===== src/rtl/mem_log_reader.sv =====
// mem_log_reader
//   Dump engine for the dual-BRAM sample logger. When a start pulse arrives
//   while the logger reports full, it walks every log address, fetches each
//   2*BRAM_DATA_WIDTH-bit word and streams it out LSB byte first over a
//   valid/ready byte interface toward the UART TX path.
//
//   Build option: define MEM_LOG_READER_HEADER_EN to prepend a two-byte
//   header (0xA5, 0x5A) to every dump.
//
// Ports
//   clk                  rising-edge clock
//   i_rst                synchronous active-high reset
//   i_start_read         1-cycle request for a full dump
//   i_mem_full           logger full flag; read data is valid only while high
//   i_data_log_from_mem  {bank_b, bank_a} word at o_addr_log_to_mem
//   o_addr_log_to_mem    read address to logger
//   o_byte/o_byte_valid  byte stream toward TX (registered)
//   i_byte_ready         stream ready from TX
//   o_busy               dump in progress
//   o_done               1-cycle pulse after the final byte is accepted
//   o_abort              1-cycle pulse when i_mem_full drops mid-dump
//
// state | meaning
// ------+---------------------------------------------------------------
// IDLE  | waiting for start with full; address parked at 0
// HDR   | header bytes 0xA5, 0x5A on the stream (header build only)
// WAIT  | address stable, read-latency down-counter running
// SEND  | bytes of the captured word offered LSB first
// DONE  | one-cycle completion state, o_done high
module mem_log_reader #(
  parameter int BRAM_ADDR_WIDTH = 15,
  parameter int BRAM_DATA_WIDTH = 16,
  parameter int RD_LATENCY      = 1
) (
  input  logic                         clk,
  input  logic                         i_rst,
  input  logic                         i_start_read,
  input  logic                         i_mem_full,
  input  logic [2*BRAM_DATA_WIDTH-1:0] i_data_log_from_mem,
  output logic [BRAM_ADDR_WIDTH-1:0]   o_addr_log_to_mem,
  output logic [7:0]                   o_byte,
  output logic                         o_byte_valid,
  input  logic                         i_byte_ready,
  output logic                         o_busy,
  output logic                         o_done,
  output logic                         o_abort
);

  localparam int WW     = 2 * BRAM_DATA_WIDTH;
  localparam int NBYTES = WW / 8;
  localparam int IDX_W  = (NBYTES > 1) ? $clog2(NBYTES) : 1;
  localparam int LAT_W  = $clog2(RD_LATENCY + 1);

  localparam logic [IDX_W-1:0]           IDX_LAST  = IDX_W'(NBYTES - 1);
  localparam logic [LAT_W-1:0]           LAT_LOAD  = LAT_W'(RD_LATENCY);
  localparam logic [BRAM_ADDR_WIDTH-1:0] ADDR_LAST = '1;

`ifdef MEM_LOG_READER_HEADER_EN
  typedef enum logic [2:0] {S_IDLE, S_HDR, S_WAIT, S_SEND, S_DONE} state_t;
`else
  typedef enum logic [2:0] {S_IDLE, S_WAIT, S_SEND, S_DONE} state_t;
`endif

  state_t                       state_q, state_d;
  logic [BRAM_ADDR_WIDTH-1:0]   addr_q, addr_d;
  logic [7:0]                   byte_q, byte_d;
  logic                         valid_q, valid_d;
  logic                         busy_q, busy_d;
  logic                         done_q, done_d;
  logic                         abort_q, abort_d;
  logic [IDX_W-1:0]             idx_q, idx_d;
  logic [IDX_W-1:0]             idx_inc;
  logic [LAT_W-1:0]             lat_q, lat_d;
  logic [WW-1:0]                word_q, word_d;
  logic                         hs;

  assign hs      = valid_q && i_byte_ready;
  assign idx_inc = idx_q + IDX_W'(1);

  always_ff @(posedge clk) begin
    if (i_rst) begin
      state_q <= S_IDLE;
      addr_q  <= '0;
      byte_q  <= '0;
      valid_q <= 1'b0;
      busy_q  <= 1'b0;
      done_q  <= 1'b0;
      abort_q <= 1'b0;
      idx_q   <= '0;
      lat_q   <= '0;
      word_q  <= '0;
    end else begin
      state_q <= state_d;
      addr_q  <= addr_d;
      byte_q  <= byte_d;
      valid_q <= valid_d;
      busy_q  <= busy_d;
      done_q  <= done_d;
      abort_q <= abort_d;
      idx_q   <= idx_d;
      lat_q   <= lat_d;
      word_q  <= word_d;
    end
  end

  always_comb begin
    state_d = state_q;
    addr_d  = addr_q;
    byte_d  = byte_q;
    valid_d = valid_q;
    busy_d  = busy_q;
    done_d  = 1'b0;
    abort_d = 1'b0;
    idx_d   = idx_q;
    lat_d   = lat_q;
    word_d  = word_q;

    case (state_q)
      S_IDLE: begin
        addr_d = '0;
        if (i_start_read && i_mem_full) begin
          busy_d = 1'b1;
`ifdef MEM_LOG_READER_HEADER_EN
          state_d = S_HDR;
          valid_d = 1'b1;
          byte_d  = 8'hA5;
          idx_d   = '0;
`else
          state_d = S_WAIT;
          lat_d   = LAT_LOAD;
`endif
        end
      end
`ifdef MEM_LOG_READER_HEADER_EN
      S_HDR: begin
        if (hs) begin
          if (idx_q == '0) begin
            idx_d  = IDX_W'(1);
            byte_d = 8'h5A;
          end else begin
            idx_d   = '0;
            valid_d = 1'b0;
            lat_d   = LAT_LOAD;
            state_d = S_WAIT;
          end
        end
      end
`endif
      S_WAIT: begin
        if (lat_q == '0) begin
          word_d  = i_data_log_from_mem;
          byte_d  = i_data_log_from_mem[7:0];
          idx_d   = '0;
          valid_d = 1'b1;
          state_d = S_SEND;
        end else begin
          lat_d = lat_q - LAT_W'(1);
        end
      end
      S_SEND: begin
        if (hs) begin
          if (idx_q != IDX_LAST) begin
            idx_d  = idx_inc;
            byte_d = word_q[{idx_inc, 3'b000} +: 8];
          end else if (addr_q != ADDR_LAST) begin
            addr_d  = addr_q + BRAM_ADDR_WIDTH'(1);
            valid_d = 1'b0;
            lat_d   = LAT_LOAD;
            state_d = S_WAIT;
          end else begin
            // Last byte of the last word: no address wrap, finish the dump.
            valid_d = 1'b0;
            busy_d  = 1'b0;
            done_d  = 1'b1;
            addr_d  = '0;
            state_d = S_DONE;
          end
        end
      end
      S_DONE: begin
        addr_d  = '0;
        state_d = S_IDLE;
      end
      default: state_d = S_IDLE;
    endcase

    // Losing the full flag invalidates read data; this overrides any
    // same-cycle handshake (that byte has already been accepted by TX).
    if (state_q != S_IDLE && state_q != S_DONE && !i_mem_full) begin
      state_d = S_IDLE;
      abort_d = 1'b1;
      valid_d = 1'b0;
      busy_d  = 1'b0;
      done_d  = 1'b0;
      addr_d  = '0;
      idx_d   = '0;
      lat_d   = '0;
    end
  end

  assign o_addr_log_to_mem = addr_q;
  assign o_byte            = byte_q;
  assign o_byte_valid      = valid_q;
  assign o_busy            = busy_q;
  assign o_done            = done_q;
  assign o_abort           = abort_q;

endmodule


===== config.mk =====
export PLATFORM = sky130hd
export DESIGN_NAME = mem_log_reader
export DESIGN_NICKNAME = d
export VERILOG_FILES = /design/src/rtl/mem_log_reader.sv
export SDC_FILE = /design/constraint.sdc
export NUM_CORES = 1
export LEC_CHECK = 0
export CAP_MARGIN = 20
export CORE_MARGIN = 2
export CORE_UTILIZATION = 50
export CTS_CLUSTER_DIAMETER = 120
export CTS_CLUSTER_SIZE = 20
export DETAILED_ROUTE_END_ITERATION = 16
export PLACE_DENSITY = 0.79
export SETUP_SLACK_MARGIN = 0.4
export SYNTH_ARGS = -nofsm -noshare
export SYNTH_HDL_FRONTEND = slang
export SYNTH_SLANG_ARGS = --single-unit

===== constraint.sdc =====
create_clock -name clk -period 3 [get_ports clk]
set_input_delay 0.45 -clock clk [delete_from_list [all_inputs] [get_ports clk]]
set_output_delay 0.45 -clock clk [all_outputs]
set_load 0.02 [all_outputs]

Word-level counts from Yosys, hierarchy flattened
Index checks and enable logic that the tools add are counted.
W data, S select, Z words.
{"block": "totals", "elab_cells": 85, "ff_bits": 65}
{"block": "op_classes", "mux": 34, "shift": 1, "eq_ne": 13, "reduce_logical": 21, "n_bitwise": 3, "addsub": 3}
{"op": "$mux W15", "count": 3}
{"op": "$shiftx A32 B6 Y8", "count": 1}
{"op": "$pmux W15 S2", "count": 1}
{"op": "$mux W8", "count": 3}
{"op": "$ne A2 B2 Y1 const B", "count": 8}
{"op": "$pmux W8 S2", "count": 1}
{"op": "$add A15 B1 Y15 const B", "count": 1}
{"op": "$ne A15 B15 Y1 const B", "count": 1}
{"op": "$mux W1", "count": 13}
{"op": "$mux W3", "count": 4}
{"op": "$reduce_and A4 Y1", "count": 3}
{"op": "$reduce_and A5 Y1", "count": 2}
{"op": "$pmux W3 S3", "count": 1}
{"op": "$mux W2", "count": 4}
{"op": "$eq A3 B2 Y1 const B", "count": 2}
{"op": "$reduce_bool A2 Y1", "count": 3}
{"op": "$reduce_bool A3 Y1", "count": 2}
{"op": "$reduce_or A5 Y1", "count": 1}
{"op": "$logic_and A1 B1 Y1", "count": 4}
{"op": "$pmux W1 S2", "count": 2}
{"op": "$pmux W2 S2", "count": 1}
{"op": "$reduce_or A2 Y1", "count": 2}
{"op": "$eq A3 B1 Y1 const B", "count": 1}
{"op": "$logic_not A3 Y1", "count": 1}
{"op": "other kinds (8)", "count": 10}

Logic depth before layout (Yosys ltp)
Gate-level depths: netlist (run 1).
{"block": "logic_depth", "depth_word": 5, "depth_mapped": 10, "mapped_depth_nobuf": 7}

Worst setup path before layout (run 1)
OpenSTA, ideal clock, no wires.
{"block": "synth_timing", "path_type": "register to register", "start": "register state_q[0]", "end": "register addr_q[12] (netlist: o_addr_log_to_mem[12])", "slack_ns": 0.829, "stages_incl_launch_ff": 9, "arrival_time_ns": 2.109, "setup_ns": 0.063, "required_time_ns": 2.937, "path_cell_list": "dfxtp_1 -> inv_1 -> ha_1 -> inv_1 -> or2_0 -> or3_1 -> buf_2 -> or4_1 -> nand3_1"}
{"block": "synth_via", "elab_chain_len": 4, "elab_cells_between_ends": 14}
{"element": "start, declared", "line_no": "64", "source": "state_t state_q, state_d;"}
{"element": "start signal, assigned", "line_no": "93", "source": "state_q <= state_d;"}
{"element": "$eq A3 B2 Y1, or another cell as far along", "line_no": "118", "source": "case (state_q)"}
{"element": "$reduce_or A2 Y1 (no source line) or $logic_and A1 B1 Y1 (tied branches)"}
{"element": "$reduce_bool A2 Y1 (no source line) or $logic_and A1 B1 Y1 (tied branches)"}
{"element": "$reduce_and A3 Y1 (no source line) or $reduce_or A2 Y1 (tied branches)"}
{"element": "end signal, assigned", "line_no": "94", "source": "addr_q <= addr_d;"}
{"element": "end, declared", "line_no": "65", "source": "logic [BRAM_ADDR_WIDTH-1:0] addr_q, addr_d;"}
Parallel ways exist; a longest one is shown, timed or not.
A chain may end at the register's enable or synchronous reset.

Worst setup path after layout (run 1)
Ends and elaborated chain as after synthesis.

==> impl_results.md, run 1 <==
* Run status: completed
* Worst ir drop on vdd at 0.000367 V
* Worst hold-check slack at 456 ps
* Avg Cell Area, Syn at 8.40 sq um
* Yosys warning count at 0
* Most common flop cell mapped by yosys: sky130_fd_sc_hd__dfxtp_1
* Lkg Pwr at 1.33 nW
* Total negative setup slack at 0 ps
* Largest net degree at the start of global routing at 42
* Power after layout at 3.04 mW
* CTS Hold Buffers Added at 0
* DRC violations left at 0
* Drt total wl at 6.86 mm
* Die ar. at 6510 sq um
* Critical path launch point type: register
* Core region area at 5610 sq um
* Power Dens Cells at 793 nW/um^2
* Number of detailed-routing iterations run before antenna repair at 6
* Top-area cell type share of the netlist area at 0.436
* Critical path data required time at 3280 ps
* Post-synthesis instance area at 2940 sq um
* Worst relative slew slack at 0.493
* Count of cells resized by post-cts repair at 0
* Commonest cells in the netlist: sky130_fd_sc_hd__nand2_1, sky130_fd_sc_hd__dfxtp_1, sky130_fd_sc_hd__a21oi_1
* Worst-skew pair later-pin latency at 340 ps
* Port Buffer Count at 63
* Element type at the critical path end: register
* Die height at 80.7 um
* CTS tree: yes
* Number of library cell types mapped by synthesis at 40
* Largest cells by area after synthesis: sky130_fd_sc_hd__dfxtp_1, sky130_fd_sc_hd__nand2_1, sky130_fd_sc_hd__a21oi_1
* Setup Slack @ Placement at 584 ps
* Boundary pin count at 64
* Min setup slack post-route at 635 ps
* Antenna Cells at 0
* Vias in the first global route at 2326
* Worst-case clock buffer depth at 2
* Sinks on Clock Net at 64
* Max-cap violations at 0
* Setup-failing EPs final at 0
* RSZ-0062 raised after global routing: no
* Worst path arrival time at 2650 ps
* Hold Fails Final Rpt at 0
* Final Max Tran Viols at 0
* Non-filler cells in the finished layout at 485
* Number of clock buffers inserted by TritonCTS at 9
* Post-Synthesis Net Count at 393
* Design area at 3830 sq um
* Area growth from synthesis to final layout at 30.1%
* Ratio of routed vias to standard cells at 5.51
* Slew at the pin closest to its max-slew limit at 753 ps
* WS Path Type: register to register
* Final design utilization at 0.683
* Flip-flop and latch count after synthesis at 64
* Post-synthesis sequential area ratio at 0.436
* Path type of the worst min-delay path: register to register
* Setup Skew at 4.19 ps
* Post-CTS setup repair buffer count at 0
* Number of synthesized flops with an enable pin at 0
* Share of synthesized flip-flops with an asynchronous set or reset at 0
* Most common cell in the netlist: sky130_fd_sc_hd__nand2_1
* DRT iter0 DRCs at 198
* Via count of the routed design at 2672
* Post-synth top area cell: sky130_fd_sc_hd__dfxtp_1
* Post-route antenna net violation count at 0
* F_max at 0.423 GHz
* Number of cells after detailed placement at 469
* Final min period at 2360 ps
* Wire length of the first global-routing pass at 10.8 mm
* Effective utilization at floorplan at 0.525
* Initial antenna violation count at 0
* Net count of the finished layout at 451
* Post-Syn Instances at 350
* Period utilisation layout at 0.788
* HPWL after detailed placement at 4.84 mm
* CTS clk-pin slew, worst paths at 70 ps
* Library cell used as clock root buffer: sky130_fd_sc_hd__clkbuf_8
* H-tree lvl count at 3
* Global placement routability congestion at 0.846
* Critical path peak fanout at 7
* Die X at 80.7 um
* Fraction of final layout cells with drive strength greater than 1 at 0.0823
* Overall overflow remaining after global route at 0
* Total global routing track utilization at 0.219
* Post-detailed-placement cell area at 3620 sq um
* Site Rows at 27
* WL/cell at 14.1 um
[placed cells by master (no fill, tap or decap), types with 2 or more instances in the layout]
cell type and n:
sky130_fd_sc_hd__o22ai_1 2, sky130_fd_sc_hd__clkdlybuf4s50_1 63, sky130_fd_sc_hd__nand4b_1 2, sky130_fd_sc_hd__a21o_1 4, sky130_fd_sc_hd__nand3b_1 2, sky130_fd_sc_hd__nor3b_1 2
sky130_fd_sc_hd__and3_1 2, sky130_fd_sc_hd__a211o_1 2, sky130_fd_sc_hd__nand3_1 8, sky130_fd_sc_hd__o21ai_0 10, sky130_fd_sc_hd__a211oi_1 11, sky130_fd_sc_hd__mux2i_1 9
sky130_fd_sc_hd__clkbuf_8 11, sky130_fd_sc_hd__dfxtp_1 64, sky130_fd_sc_hd__nor4_1 4, sky130_fd_sc_hd__nand2b_1 4, sky130_fd_sc_hd__mux4_2 8, sky130_fd_sc_hd__inv_1 6
sky130_fd_sc_hd__nor2b_1 2, sky130_fd_sc_hd__buf_4 7, sky130_fd_sc_hd__nor3_1 2, sky130_fd_sc_hd__ha_1 6, sky130_fd_sc_hd__nor2_1 23, sky130_fd_sc_hd__nand4_1 6
sky130_fd_sc_hd__a21oi_1 49, sky130_fd_sc_hd__nand2_1 78, sky130_fd_sc_hd__or3_1 6, sky130_fd_sc_hd__and2_1 2
[per-layer routing]
metal | track usage | share of wire
met5 | 0 | 0
met1 | 0.308 | 0.48
met4 | 0.0966 | 0.017
met2 | 0.326 | 0.45
met3 | 0.0438 | 0.047
[report_power, final]
| group | switching, mW | internal [mW] | leakage [nW] |
|---|---|---|---|
| clock network | 0.332 | 0.431 | 0.103 |
| logic | 0.671 | 0.474 | 0.710 |
| registers | 0.103 | 1.02 | 0.520 |
| total | 1.11 | 1.93 | 1.33 |
[sequential cells by signal, indices dropped and copies added (netlist names)]
| signal | count |
|---|---|
| o_byte_valid | 1 |
| o_done | 1 |
| o_busy | 1 |
| lat_q | 1 |
| o_addr_log_to_mem | 15 |
| o_abort | 1 |
| o_byte | 8 |
| idx_q | 2 |
| word_q | 32 |
| state_q | 2 |
[worst paths after layout]
path                                         startpoint                                  to  slack (ps)  cells past startpoint
worst max-delay path            state_q[0]$_SDFFE_PP0P_  o_addr_log_to_mem[12]$_SDFFE_PP0P_         640                      7
worst min-delay path            word_q[19]$_SDFFE_PP0P_             word_q[19]$_SDFFE_PP0P_         460                      2
worst max register to register  state_q[0]$_SDFFE_PP0P_  o_addr_log_to_mem[12]$_SDFFE_PP0P_         640                      7
worst min register to register  word_q[19]$_SDFFE_PP0P_             word_q[19]$_SDFFE_PP0P_         460                      2
[worst max-delay path: stages (launching register included)]
cell and delay, ps:
sky130_fd_sc_hd__dfxtp_1 390, sky130_fd_sc_hd__inv_1 110, sky130_fd_sc_hd__ha_1 420, sky130_fd_sc_hd__inv_1 120, sky130_fd_sc_hd__or2_0 240, sky130_fd_sc_hd__or3_1 410
sky130_fd_sc_hd__or4_1 530, sky130_fd_sc_hd__nand3_1 90
[layout make-up]
class | count | area (sq um)
clock buffer | 12 | 155
clock inverter | 4 | 51.3
fill | 484 | 1780
inverter | 6 | 22.5
multi-input combinational | 257 | 1540
sequential | 64 | 1280
tap | 72 | 90.1
timing repair buffer | 70 | 683
[cell families (layout without fill, tap and decap cells)]
family / Yosys count / after routing / share of synthesized area
AND/OR/NAND/NOR: 150 / 150 / 0.239
adder cells (fa/ha/maj): 6 / 6 / 0.0255
buffers and inverters: 29 / 92 / 0.0404
flip-flops: 64 / 64 / 0.436
AO/OA/AOI/OAI: 84 / 84 / 0.168
multiplexers: 17 / 17 / 0.0919
No activity file was read; power rests on OpenSTA's default activity.
==> run 2: changes to the inputs <==
--- a/config.mk
+++ b/config.mk
@@ -7,11 +7,11 @@
 export LEC_CHECK = 0
 export CAP_MARGIN = 20
 export CORE_MARGIN = 2
-export CORE_UTILIZATION = 50
+export CORE_UTILIZATION = 45
 export CTS_CLUSTER_DIAMETER = 120
 export CTS_CLUSTER_SIZE = 20
 export DETAILED_ROUTE_END_ITERATION = 16
-export PLACE_DENSITY = 0.79
+export PLACE_DENSITY = 0.75
 export SETUP_SLACK_MARGIN = 0.4
 export SYNTH_ARGS = -nofsm -noshare
 export SYNTH_HDL_FRONTEND = slang
==> constraint.sdc (replaced) <==
create_clock -name clk -period 2.14 [get_ports clk]
set_input_delay 0.321 -clock clk [delete_from_list [all_inputs] [get_ports clk]]
set_output_delay 0.321 -clock clk [all_outputs]
set_load 0.02 [all_outputs]
==> run 2 against run 1 <==
Sequential cell count unchanged. Register-to-register slack worse by 440 ps. Non-clock buffer count up 36. Clock skew up 9.0 ps. Hold slack worse by 2.1 ps.
==> impl_results.md, run 2 (synthesized netlist as in run 1, its figures left out) <==
* Power spent charging and discharging nets at 1.86 mW
* Area growth from synthesis to final layout at 49.0%
* Most common cell after layout, fill and taps aside: sky130_fd_sc_hd__nand2_1
* Die X at 84.9 um
* Die height at 84.9 um
* Critical Path Start: state_q[1]$_SDFFE_PP0P_
* Net count of the finished layout at 487
* Relative contribution of combinational cells to total power at 0.473
* Effective utilization at floorplan at 0.463
* Post-route antenna net violation count at 0
* Period utilisation layout at 0.909
* Critical path peak fanout at 5
* DRT iter0 DRCs at 211
* Sinks on Clock Net at 64
* Antenna Cells at 0
* Die ar. at 7200 sq um
* Site Rows at 29
* Via count of the routed design at 2951
* Hold_sp: word_q[31]$_SDFFE_PP0P_
* Wire length of the first global-routing pass at 12.9 mm
* DRC violations left at 0
* Core region area at 6350 sq um
* Lkg Pwr at 1.65 nW
* Hold Fails Final Rpt at 0
* Largest net degree at the start of global routing at 42
* FILL cells at 472
* Worst ir drop on vdd at 0.000515 V
* Final design utilization at 0.690
* Setup Slack @ Placement at -75.6 ps
* Initial antenna violation count at 0
* WL/cell at 15.5 um
* Fraction of final layout cells with drive strength greater than 1 at 0.254
* Setup Skew at 13.2 ps
* Drt total wl at 8.15 mm
* Max-cap violations at 0
* Worst path arrival time at 2210 ps
* Worst-case clock buffer depth at 2
* Max reg flops at 32
* H-tree lvl count at 3
* CTS Hold Buffers Added at 0
* Number of clock buffers inserted by TritonCTS at 9
* Min setup slack post-route at 195 ps
* Setup-failing EPs final at 0
* Total global routing track utilization at 0.219
* Boundary pin count at 64
* Top library cells by usage in the layout, fill and taps aside: sky130_fd_sc_hd__nand2_1, sky130_fd_sc_hd__clkdlybuf4s50_1, sky130_fd_sc_hd__dfxtp_1
* F_max at 0.514 GHz
* Library cell used as clock root buffer: sky130_fd_sc_hd__clkbuf_8
* Reg2reg start: state_q[1]$_SDFFE_PP0P_
* Sw Ratio at 0.380
* Path type of the worst min-delay path: register to register
* Design internal power at 3.03 mW
* Worst relative slew slack at 0.667
* Register with the most flip-flops: word_q
* Critical path data required time at 2410 ps
* Vias in the first global route at 2782
* HPWL after detailed placement at 4.86 mm
* Power Dens Cells at 1120 nW/um^2
* Global placement routability congestion at 0.779
* Element type at the critical path end: register
* Final Max Tran Viols at 0
* Overall overflow remaining after global route at 0
* Run status: completed
* WS Path Type: register to register
* CTS clk-pin slew, worst paths at 70 ps
* Ratio of routed vias to standard cells at 5.61
* Port Buffer Count at 63
* Power share of the clock group at 0.198
* Final min period at 1950 ps
* Number of detailed-routing iterations run before antenna repair at 5
* Worst-skew pair later-pin latency at 340 ps
* Slew at the pin closest to its max-slew limit at 495 ps
* CTS tree: yes
* Seq pwr share at 0.329
* RSZ-0062 raised after global routing: yes
* Critical path launch point type: register
-- run 2: changes by cell type in the layout (fill, tap and decap cells not counted), sizes merged --
cell,delta
dlygate4sd2,+3
clkdlybuf4s50,-7
buf,+35
clkinvlp,+1
clkinv,+1
bufinv,-1
dlymetal6s2s,+4
clkbuf,+1
inv,-1
-- run 2: worst max-delay path: stages (launching register included) --
cell and delay (ps):
sky130_fd_sc_hd__dfxtp_4 390, sky130_fd_sc_hd__inv_4 40, sky130_fd_sc_hd__ha_4 280, sky130_fd_sc_hd__inv_2 40, sky130_fd_sc_hd__or2_1 240, sky130_fd_sc_hd__or3_4 340, sky130_fd_sc_hd__buf_6 140, sky130_fd_sc_hd__or3_1 340
sky130_fd_sc_hd__o21ai_1 70
-- run 2: per-layer routing --
| metal | vias to the layer above | global-route usage | routed length [um] | share of wire |
|---|---|---|---|---|
| met5 | - | 0 | 0 | 0 |
| met4 | 0 | 0.0909 | 172 | 0.021 |
| met3 | 17 | 0.0477 | 417 | 0.051 |
| met2 | 97 | 0.352 | 3980 | 0.49 |
| met1 | 1411 | 0.289 | 3580 | 0.44 |
| li1 | 1426 | - | - | - |
-- run 2: power by group through the flow --
| stage | Sequential [mW] | Combinational [mW] | Clock (mW) |
|---|---|---|---|
| detailed placement | 1.63 | 1.76 | 0 |
| global route | 1.64 | 2.49 | 1.02 |
| finish | 1.61 | 2.31 | 0.970 |
| floorplan | 1.70 | 1.13 | 0 |
| CTS | 1.60 | 2.08 | 0.969 |
| global placement | 1.62 | 1.72 | 0 |
-- run 2: cell type report --
class	count	area [sq um]	share of cell area
clock buffers	12	155	0.0354
clock inverters	4	28.8	0.00656
inverters	6	27.5	0.00628
multi-input cells	257	1780	0.405
flip-flops and latches	64	1300	0.297
well taps	77	96.3	0.0220
repair buffers	106	1000	0.228
-- run 2: path summary, 6_finish.rpt --
path / to / slack [ps] / cells after the start
setup / recovery: o_addr_log_to_mem[9]$_SDFFE_PP0P_ / 190 / 8
hold / removal: word_q[31]$_SDFFE_PP0P_ / 450 / 2
setup reg to reg: o_addr_log_to_mem[9]$_SDFFE_PP0P_ / 190 / 8
hold reg to reg: word_q[31]$_SDFFE_PP0P_ / 450 / 2
-- run 2: repair_timing --
item,4_1_cts,5_1_grt
setup endpoints to repair,31,35
resized for setup,42,28
setup buffers,15,14
cloned,1,0
pin swaps,18,25
hold endpoints to repair,0,0
-- run 2: through the flow --
stage | total power [mW] | TNS (ps) | std cells | hold WS (ps) | instance area (sq um)
final | 4.89 | 0 | 526 | 454 | 4380
after global placement | 3.34 | -168 | 480 | 439 | 3720
after global routing | 5.15 | 0 | 526 | 474 | 4380
after detailed placement | 3.39 | -266 | 480 | 446 | 3720
after CTS | 4.65 | 0 | 512 | 455 | 4180
after floorplan | 2.83 | 0 | 350 | 433 | 3020
==> run 3: changes to the inputs <==
--- a/config.mk
+++ b/config.mk
@@ -6,7 +6,6 @@
 export NUM_CORES = 1
 export LEC_CHECK = 0
 export CAP_MARGIN = 20
-export CORE_MARGIN = 2
 export CORE_UTILIZATION = 45
 export CTS_CLUSTER_DIAMETER = 120
 export CTS_CLUSTER_SIZE = 20
==> run 3 against run 2 <==
Design area decreased by 3.7%. Worst setup slack gained 18 ps. Die area is 4.7% lower. Clock skew decreased by 8.0 ps. Register-to-register slack improved by 20 ps. First-iteration DRC count is 14% lower. Critical path depth unchanged. Cell count is 2.1% lower. Sequential cell count unchanged. Maximum frequency is 0.94% higher. Largest power group unchanged.
==> impl_results.md, run 3 (synthesized netlist as in run 1, its figures left out) <==
* Run status: completed
* Worst ir drop on vdd at 0.000522 V
* WL/cell at 14.7 um
* Most Used Layer, Global Route: met2
* Critical path peak fanout at 6
* Worst-skew pair later-pin latency at 350 ps
* Most common cell after layout, fill and taps aside: sky130_fd_sc_hd__nand2_1
* Hold Fails Final Rpt at 0
* Number of detailed-routing iterations run before antenna repair at 4
* Post-detailed-placement cell area at 3730 sq um
* Library cell used as clock root buffer: sky130_fd_sc_hd__clkbuf_8
* CTS tree: yes
* Initial antenna violation count at 0
* Max reg flops at 32
* Met2 usage in global routing at 0.370
* Port Buffer Count at 63
* Largest net degree at the start of global routing at 42
* Ratio of routed vias to standard cells at 5.55
* Setup Skew at 5.18 ps
* Path type of the worst min-delay path: register to register
* Worst Hold Depth at 2
* Overall overflow remaining after global route at 0
* Slew at the pin closest to its max-slew limit at 601 ps
* Routing usage on met3 at 0.0467
* Vias in the first global route at 2699
* Site Rows at 29
* Max-cap violations at 0
* DRC violations left at 0
* Number of clock buffers inserted by TritonCTS at 9
* Met1 layer usage reported by global route at 0.293
* WS Path Type: register to register
* Via count of the routed design at 2859
* Worst-case clock buffer depth at 2
* Boundary pin count at 64
* Die ar. at 6860 sq um
* Setup-failing EPs final at 0
* H-tree lvl count at 3
* Critical path data required time at 2430 ps
* Total global routing track utilization at 0.228
* Wire length of the first global-routing pass at 12.7 mm
* Lkg Pwr at 1.56 nW
* Design area at 4220 sq um
* Non-filler cells in the finished layout at 515
* Sinks on Clock Net at 64
* Net count of the finished layout at 476
* Element type at the critical path end: register
* Post-route antenna net violation count at 0
* Top library cells by usage in the layout, fill and taps aside: sky130_fd_sc_hd__nand2_1, sky130_fd_sc_hd__dfxtp_1, sky130_fd_sc_hd__clkdlybuf4s50_1
* CTS clk-pin slew, worst paths at 70 ps
* Worst relative slew slack at 0.596
* Antenna Cells at 0
* Final min period at 1930 ps
* F_max at 0.519 GHz
* Fraction of final layout cells with drive strength greater than 1 at 0.226
* Die height at 82.9 um
* Critical path launch point type: register
* RSZ-0062 raised after global routing: yes
* Worst path arrival time at 2220 ps
* Final Max Tran Viols at 0
* Area growth from synthesis to final layout at 43.6%
* Core region area at 6310 sq um
* Number of cells after detailed placement at 481
* Depth of the most critical reg-to-reg path at 8
* Die X at 82.9 um
* Global placement routability congestion at 0.822
* HPWL after detailed placement at 4.81 mm
* DRT iter0 DRCs at 182
* Register with the most flip-flops: word_q
* Effective utilization at floorplan at 0.466
* Power Dens Cells at 1100 nW/um^2
* Drt total wl at 7.55 mm
* Period utilisation layout at 0.901
* Worst setup slack for register-to-register paths at 210 ps
## run 3: cell count changes in the layout (fill, tap and decap cells not counted), moves of 3 or more
cell / before / now
sky130_fd_sc_hd__buf_4: 32 / 23
sky130_fd_sc_hd__clkdlybuf4s50_1: 56 / 53
sky130_fd_sc_hd__dlygate4sd2_1: 3 / 8
sky130_fd_sc_hd__ha_4: 5 / 2
## run 3: metrics by stage
step	setup TNS, ps	worst slack, ps	utilization	hold WS (ps)	power [mW]
floorplan	0	36.1	-	433	2.83
global placement	-214	-72.1	0.591	438	3.33
detailed placement	-350	-109	0.591	447	3.37
CTS	0	223	0.658	457	4.59
global route	0	129	0.669	480	4.91
finish	0	213	0.669	455	4.63
## run 3: report_power, final
part           total, mW  switching [mW]  internal [mW]
logic               2.07            1.11          0.960
registers           1.61           0.161           1.44
clock network      0.957           0.505          0.452
total               4.63            1.77           2.86
## run 3: critical path, stage by stage, from the launching register on
cell and delay (ps):
sky130_fd_sc_hd__dfxtp_4 380, sky130_fd_sc_hd__buf_12 100, sky130_fd_sc_hd__ha_4 140, sky130_fd_sc_hd__nand4_4 100
sky130_fd_sc_hd__or2_4 260, sky130_fd_sc_hd__or3_4 330, sky130_fd_sc_hd__buf_6 140, sky130_fd_sc_hd__or3_1 330
sky130_fd_sc_hd__o21ai_2 70
## run 3: per-layer routing
layer	up-vias	share of wire
met5	-	0
met3	16	0.050
met4	0	0.023
met1	1351	0.44
met2	96	0.48
li1	1396	-
## run 3: final timing paths
check | to | startpoint
hold reg to reg | word_q[12]$_SDFFE_PP0P_ | word_q[12]$_SDFFE_PP0P_
hold / removal | word_q[12]$_SDFFE_PP0P_ | word_q[12]$_SDFFE_PP0P_
setup / recovery | o_addr_log_to_mem[13]$_SDFFE_PP0P_ | state_q[1]$_SDFFE_PP0P_
setup reg to reg | o_addr_log_to_mem[13]$_SDFFE_PP0P_ | state_q[1]$_SDFFE_PP0P_
## run 3: final cells by class
type / instances / area (sq um)
fillers: 550 / 2090
multi-input cells: 257 / 1720
flip-flops and latches: 64 / 1300
repair buffers: 95 / 906
clock buffers: 10 / 138
well taps: 77 / 96.3
clock inverters: 6 / 43.8
inverters: 6 / 25.0
## run 3: what timing repair did
| item | 4_1_cts | 5_1_grt |
|---|---|---|
| buffers inserted | 13 | 4 |
| endpoints found under the setup margin | 33 | 32 |
| gates cloned | 1 | 0 |
| resized for setup | 43 | 13 |
| hold buffers | 0 | 0 |
| pin swaps | 20 | 8 |
